`src/rtl/reg_file_mp.sv`:
```
// reg_file_mp: parametrised register file with NR combinational read ports and two write
// ports. After reset a hardware sweep zeroes every entry, one per clock, and then raises
// Ready. Reads see same-cycle writes through a bypass, and port 1 has priority over port 0.
//
// Optional feature macro: ZERO_REG_EN. When it is defined, entry 0 is hardwired to zero:
// reads of address 0 return 0 with no bypass, and writes to address 0 are discarded.
//
// Parameters:
//   W  - data width in bits
//   D  - address width; depth = 2**D entries
//   NR - number of read ports (1..8)
//
// Ports:
//   CLK         - clock; all state changes on the rising edge
//   Reset_n     - synchronous active-low reset
//   RegWrite0   - write enable, port 0
//   writeReg0   - write address, port 0
//   writeValue0 - write data, port 0
//   RegWrite1   - write enable, port 1 (wins on an address collision)
//   writeReg1   - write address, port 1
//   writeValue1 - write data, port 1
//   srcIdx      - packed read addresses; port k at [k*D +: D]
//   ReadData    - packed read data; port k at [k*W +: W]
//   Ready       - 1 once the clear sweep has finished and writes are accepted
module reg_file_mp #(
    parameter int unsigned W  = 8,
    parameter int unsigned D  = 4,
    parameter int unsigned NR = 2
) (
    input  logic            CLK,
    input  logic            Reset_n,
    input  logic            RegWrite0,
    input  logic [D-1:0]    writeReg0,
    input  logic [W-1:0]    writeValue0,
    input  logic            RegWrite1,
    input  logic [D-1:0]    writeReg1,
    input  logic [W-1:0]    writeValue1,
    input  logic [NR*D-1:0] srcIdx,
    output logic [NR*W-1:0] ReadData,
    output logic            Ready
);

    localparam int unsigned Depth = 2 ** D;

    typedef enum logic {
        Clear,
        Run
    } stateT;

    stateT        stateQ, stateD;
    logic [D-1:0] ptrQ, ptrD;
    logic         readyQ, readyD;
    logic [W-1:0] mem [Depth];

    logic         we0Eff;
    logic         we1Eff;

    // Sweep control: one entry per clock, leave Clear after the last entry is written.
    always_comb begin
        stateD = stateQ;
        ptrD   = ptrQ;
        readyD = readyQ;
        unique case (stateQ)
            Clear: begin
                ptrD = ptrQ + 1'b1;
                if (ptrQ == '1) begin
                    stateD = Run;
                    readyD = 1'b1;
                end
            end
            Run: begin
                stateD = Run;
            end
            default: begin
                stateD = Clear;
            end
        endcase
    end

    always_ff @(posedge CLK) begin
        if (!Reset_n) begin
            stateQ <= Clear;
            ptrQ   <= '0;
            readyQ <= 1'b0;
        end else begin
            stateQ <= stateD;
            ptrQ   <= ptrD;
            readyQ <= readyD;
        end
    end

    // Effective write enables. Port 0 is suppressed only when port 1 actually commits to
    // the same address, so a discarded port-1 write to entry 0 never blocks port 0.
    always_comb begin
        we1Eff = RegWrite1 && (stateQ == Run);
        we0Eff = RegWrite0 && (stateQ == Run);
`ifdef ZERO_REG_EN
        if (writeReg1 == '0) begin
            we1Eff = 1'b0;
        end
        if (writeReg0 == '0) begin
            we0Eff = 1'b0;
        end
`endif
        if (we1Eff && (writeReg1 == writeReg0)) begin
            we0Eff = 1'b0;
        end
    end

    // Storage has no reset; the sweep defines every entry before Ready rises.
    always_ff @(posedge CLK) begin
        if (Reset_n) begin
            if (stateQ == Clear) begin
                mem[ptrQ] <= '0;
            end else begin
                if (we0Eff) begin
                    mem[writeReg0] <= writeValue0;
                end
                if (we1Eff) begin
                    mem[writeReg1] <= writeValue1;
                end
            end
        end
    end

    // Combinational reads with write bypass; forced to zero until the sweep is done.
    always_comb begin
        logic [D-1:0] rdAddr;
        ReadData = '0;
        rdAddr   = '0;
        for (int k = 0; k < NR; k++) begin
            rdAddr = srcIdx[k*D +: D];
            if (!readyQ) begin
                ReadData[k*W +: W] = '0;
`ifdef ZERO_REG_EN
            end else if (rdAddr == '0) begin
                ReadData[k*W +: W] = '0;
`endif
            end else if (RegWrite1 && (writeReg1 == rdAddr)) begin
                ReadData[k*W +: W] = writeValue1;
            end else if (RegWrite0 && (writeReg0 == rdAddr)) begin
                ReadData[k*W +: W] = writeValue0;
            end else begin
                ReadData[k*W +: W] = mem[rdAddr];
            end
        end
    end

    assign Ready = readyQ;

endmodule
```
`config.mk`:
```
export PLATFORM = sky130hd
export DESIGN_NAME = reg_file_mp
export DESIGN_NICKNAME = d
export VERILOG_FILES = /design/src/rtl/reg_file_mp.sv
export SDC_FILE = /design/constraint.sdc
export NUM_CORES = 1
export LEC_CHECK = 0
export ABC_CLOCK_PERIOD_IN_PS = 3140
export CAP_MARGIN = 30
export CORE_MARGIN = 5
export CORE_UTILIZATION = 55
export DETAILED_ROUTE_END_ITERATION = 7
export HOLD_SLACK_MARGIN = 0.1
export PLACE_DENSITY = 0.78
export SLEW_MARGIN = 40
export SYNTH_ARGS = -nofsm -noshare
export SYNTH_HDL_FRONTEND = slang
export SYNTH_SLANG_ARGS = --single-unit
```
`constraint.sdc`:
```
create_clock -name CLK -period 3.14 [get_ports CLK]
set_input_delay 0.628 -clock CLK [delete_from_list [all_inputs] [get_ports CLK]]
set_output_delay 0.628 -clock CLK [all_outputs]
set_load 0.01 [all_outputs]
```
==> flow_metrics.env <==
export IMPL_drv_max_cap_violation_count=0
export IMPL_final_period_utilization_pct=99.6
export IMPL_drt_wirelength_mm=30.0
export IMPL_syn_area_per_cell_um2=13.9
export IMPL_postRouteAntennaNets=0
export IMPL_cts_made_buffers=17
export IMPL_crit_fanout=6
export IMPL_groute_usage_overall_pct=33.5
export IMPL_die_area_um2=18600
export IMPL_timing_worst_slew_pin_value_ns=0.605
export IMPL_grt_pass1_wl_mm=44.6
export IMPL_synth_top_cells_by_area="sky130_fd_sc_hd__edfxtp_1 (44%), sky130_fd_sc_hd__mux2_2 (16%), sky130_fd_sc_hd__mux4_2 (16%)"
export IMPL_wl_per_cell_um=30.7
export IMPL_power_density_nw_per_um2=417
export IMPL_crit_arrival_ns=2.50
export IMPL_critical_path_endpoint_type="primary output"
export IMPL_drt_pass1_iter_count=6
export IMPL_setup_viol_count_final=0
export IMPL_vdd_ir_drop_max_uv=364
export IMPL_gpl_final_weighted_congestion=1.07
export IMPL_drcViolationCount=0
export IMPL_criticalPathCategory="in -> out"
export IMPL_crit_path_start_kind="input port"
export IMPL_holdBufCountCts=0
export IMPL_floorplan_rows=46
export IMPL_cts_root_to_sink_buffers=2
export IMPL_design_core_area_um2=15800
export IMPL_ys_warnings_count=0
export IMPL_fill_cells=1081
export IMPL_antenna_found_initial=1
export IMPL_preCtsSetupSlack_ns=-0.555
export IMPL_clkLatencyLatePin_ns=0.42
export IMPL_clk_transition_reported_paths_ns=0.06
export IMPL_grt_max_degree=20
export IMPL_fmaxAchievable_mhz=320
export IMPL_syn_nets=667
export IMPL_clockRootBuffer="sky130_fd_sc_hd__clkbuf_16"
export IMPL_power_static_leakage_nw=4.19
export IMPL_run_status="completed"
export IMPL_post_synth_inst_count=630
export IMPL_dpl_cell_count=936
export IMPL_grt_overflow=0
export IMPL_clock_sinks=134
export IMPL_maxSlewHeadroom_pct=59.4
export IMPL_place_port_buffers=52
export IMPL_min_delay_path_class="reg -> reg"
export IMPL_most_common_layout_cells="sky130_fd_sc_hd__mux2_2 (128), sky130_fd_sc_hd__edfxtp_1 (128), sky130_fd_sc_hd__buf_4 (95), sky130_fd_sc_hd__mux4_2 (64)"
export IMPL_fp_dieW_um=136
export IMPL_finalSetupTns_ns=0
export IMPL_period_minus_slack_ns=3.13
export IMPL_via_per_inst=7.21
export IMPL_final_instance_count_excl_fill=978
export IMPL_areaGrowthSynthToFinish_pct=25.5
export IMPL_fin_nets=786
export IMPL_htree_levels=4
export IMPL_first_iter_violations=1213
export IMPL_dp_final_hpwl_mm=19.9
export IMPL_yosys_area_top_type="sky130_fd_sc_hd__edfxtp_1"
export IMPL_cts_tree="done"
export IMPL_die_height_um=136
export IMPL_synth_area_um2=8790
export IMPL_final_hold_viol_count=0
export IMPL_ys_seq_elements=134
export IMPL_grt_pass1_vias=7283
export IMPL_drv_slew=0
export IMPL_io_pins=53
export IMPL_routed_via_count=7051
export IMPL_synth_top_area_share_pct=43.7
export IMPL_critical_path_required_ns=2.51
export IMPL_num_antenna_cells=0
export IMPL_yosysUniqueCellTypes=40
export IMPL_floorplan_initialDensity_pct=55.7
export IMPL_power_total_mw=4.60
export IMPL_final_critical_path_setup_slack_ns=0.0140
export IMPL_clock_skew_final_ns=0.00746
export IMPL_post_route_cells_drive_above_1_share_pct=49.5
export IMPL_sequential_cell_area_fraction_in_the_yosys_report_pct=45.1
state kept, by name, summed over array words and instances, names as in the netlist:
register  cells
mem         128
ptrQ          4
Ready         1
stateQ        1
worst max-delay path, cell delays in order:
cell and delay (ns):
sky130_fd_sc_hd__buf_6 0.13, sky130_fd_sc_hd__bufbuf_16 0.29, sky130_fd_sc_hd__mux4_2 0.53, sky130_fd_sc_hd__a22oi_2 0.16
sky130_fd_sc_hd__a221oi_1 0.10, sky130_fd_sc_hd__o32a_1 0.35, sky130_fd_sc_hd__dlygate4sd2_1 0.30
Yosys cell counts, drive strengths merged:
cell    number
mux4        64
a211oi       8
nand4b       2
xor2         3
a31oi        3
buf         40
a221oi      16
nor2        23
or2          5
a21oi        6
nand3        8
and3         1
mux2       128
a22oi       32
nand2       24
edfxtp     128
clkinv       1
o32a        16
and4b        1
ha           1
clkbuf      22
inv          9
nand4        3
nor3b        2
xnor2       20
nor3        10
nor2b       10
a21o         1
nor4         1
and4         2
o31ai        9
nand2b       8
o311ai       7
mux2i        1
and2         7
dfxtp        6
a21boi       2
repair_timing:
item	in CTS	in global routing
pin swaps	8	4
cloned	2	0
setup buffers	8	0
endpoints found under the setup margin	16	8
resized for setup	57	14
metal layers:
metal  up-vias  GRT usage [%]  part of all wire [%]  routed length, um
met1      3458           40.6                    33              10100
met3       167           9.92                    12               3750
met4         2           21.4                   7.3               2190
met2       612           52.3                    47              14000
li1       2812              -                     -                  -
met5         -              0                 0.043                 13
kinds of logic after synthesis:
logic type / after synthesis / synth area share [%]
mux: 193 / 32.9
flops: 134 / 45.1
simple gates: 107 / 6.68
compound gates: 100 / 9.11
buf+inv: 72 / 3.73
xor+xnor: 23 / 2.29
fa+ha+maj: 1 / 0.142
per-stage QoR:
step                hold WS, ns  util, %  cell area, um2
CTS                       0.619     69.6           11000
global placement          0.590     64.3           10100
finish                    0.630     69.9           11000
floorplan                 0.554        -            8790
global route              0.658     69.9           11000
detailed placement        0.601     64.3           10100
power by group:
part / switching, mW / internal (mW)
logic: 0.286 / 0.240
clock network: 0.776 / 1.33
registers: 0.0160 / 1.95
path summary, 6_finish.rpt:
kind                   from           end  slack, ns  cells after the start
hold / removal      ptrQ[3]        stateQ       0.63                      2
setup reg to reg     stateQ    mem[10][4]       0.91                      5
hold reg to reg     ptrQ[3]        stateQ       0.63                      2
setup / recovery  srcIdx[4]  ReadData[13]       0.01                      7
final cells by class:
cell class	count	area (um2)	share of cell area, %
sequential	134	3960	35.9
clock inverter	13	179	1.62
inverter	10	37.5	0.340
tap	216	270	2.45
multi-input combinational	424	4650	42.2
timing repair buffer	162	1490	13.5
clock buffer	19	433	3.93
Note: power is estimated with default switching activity, not from simulation.
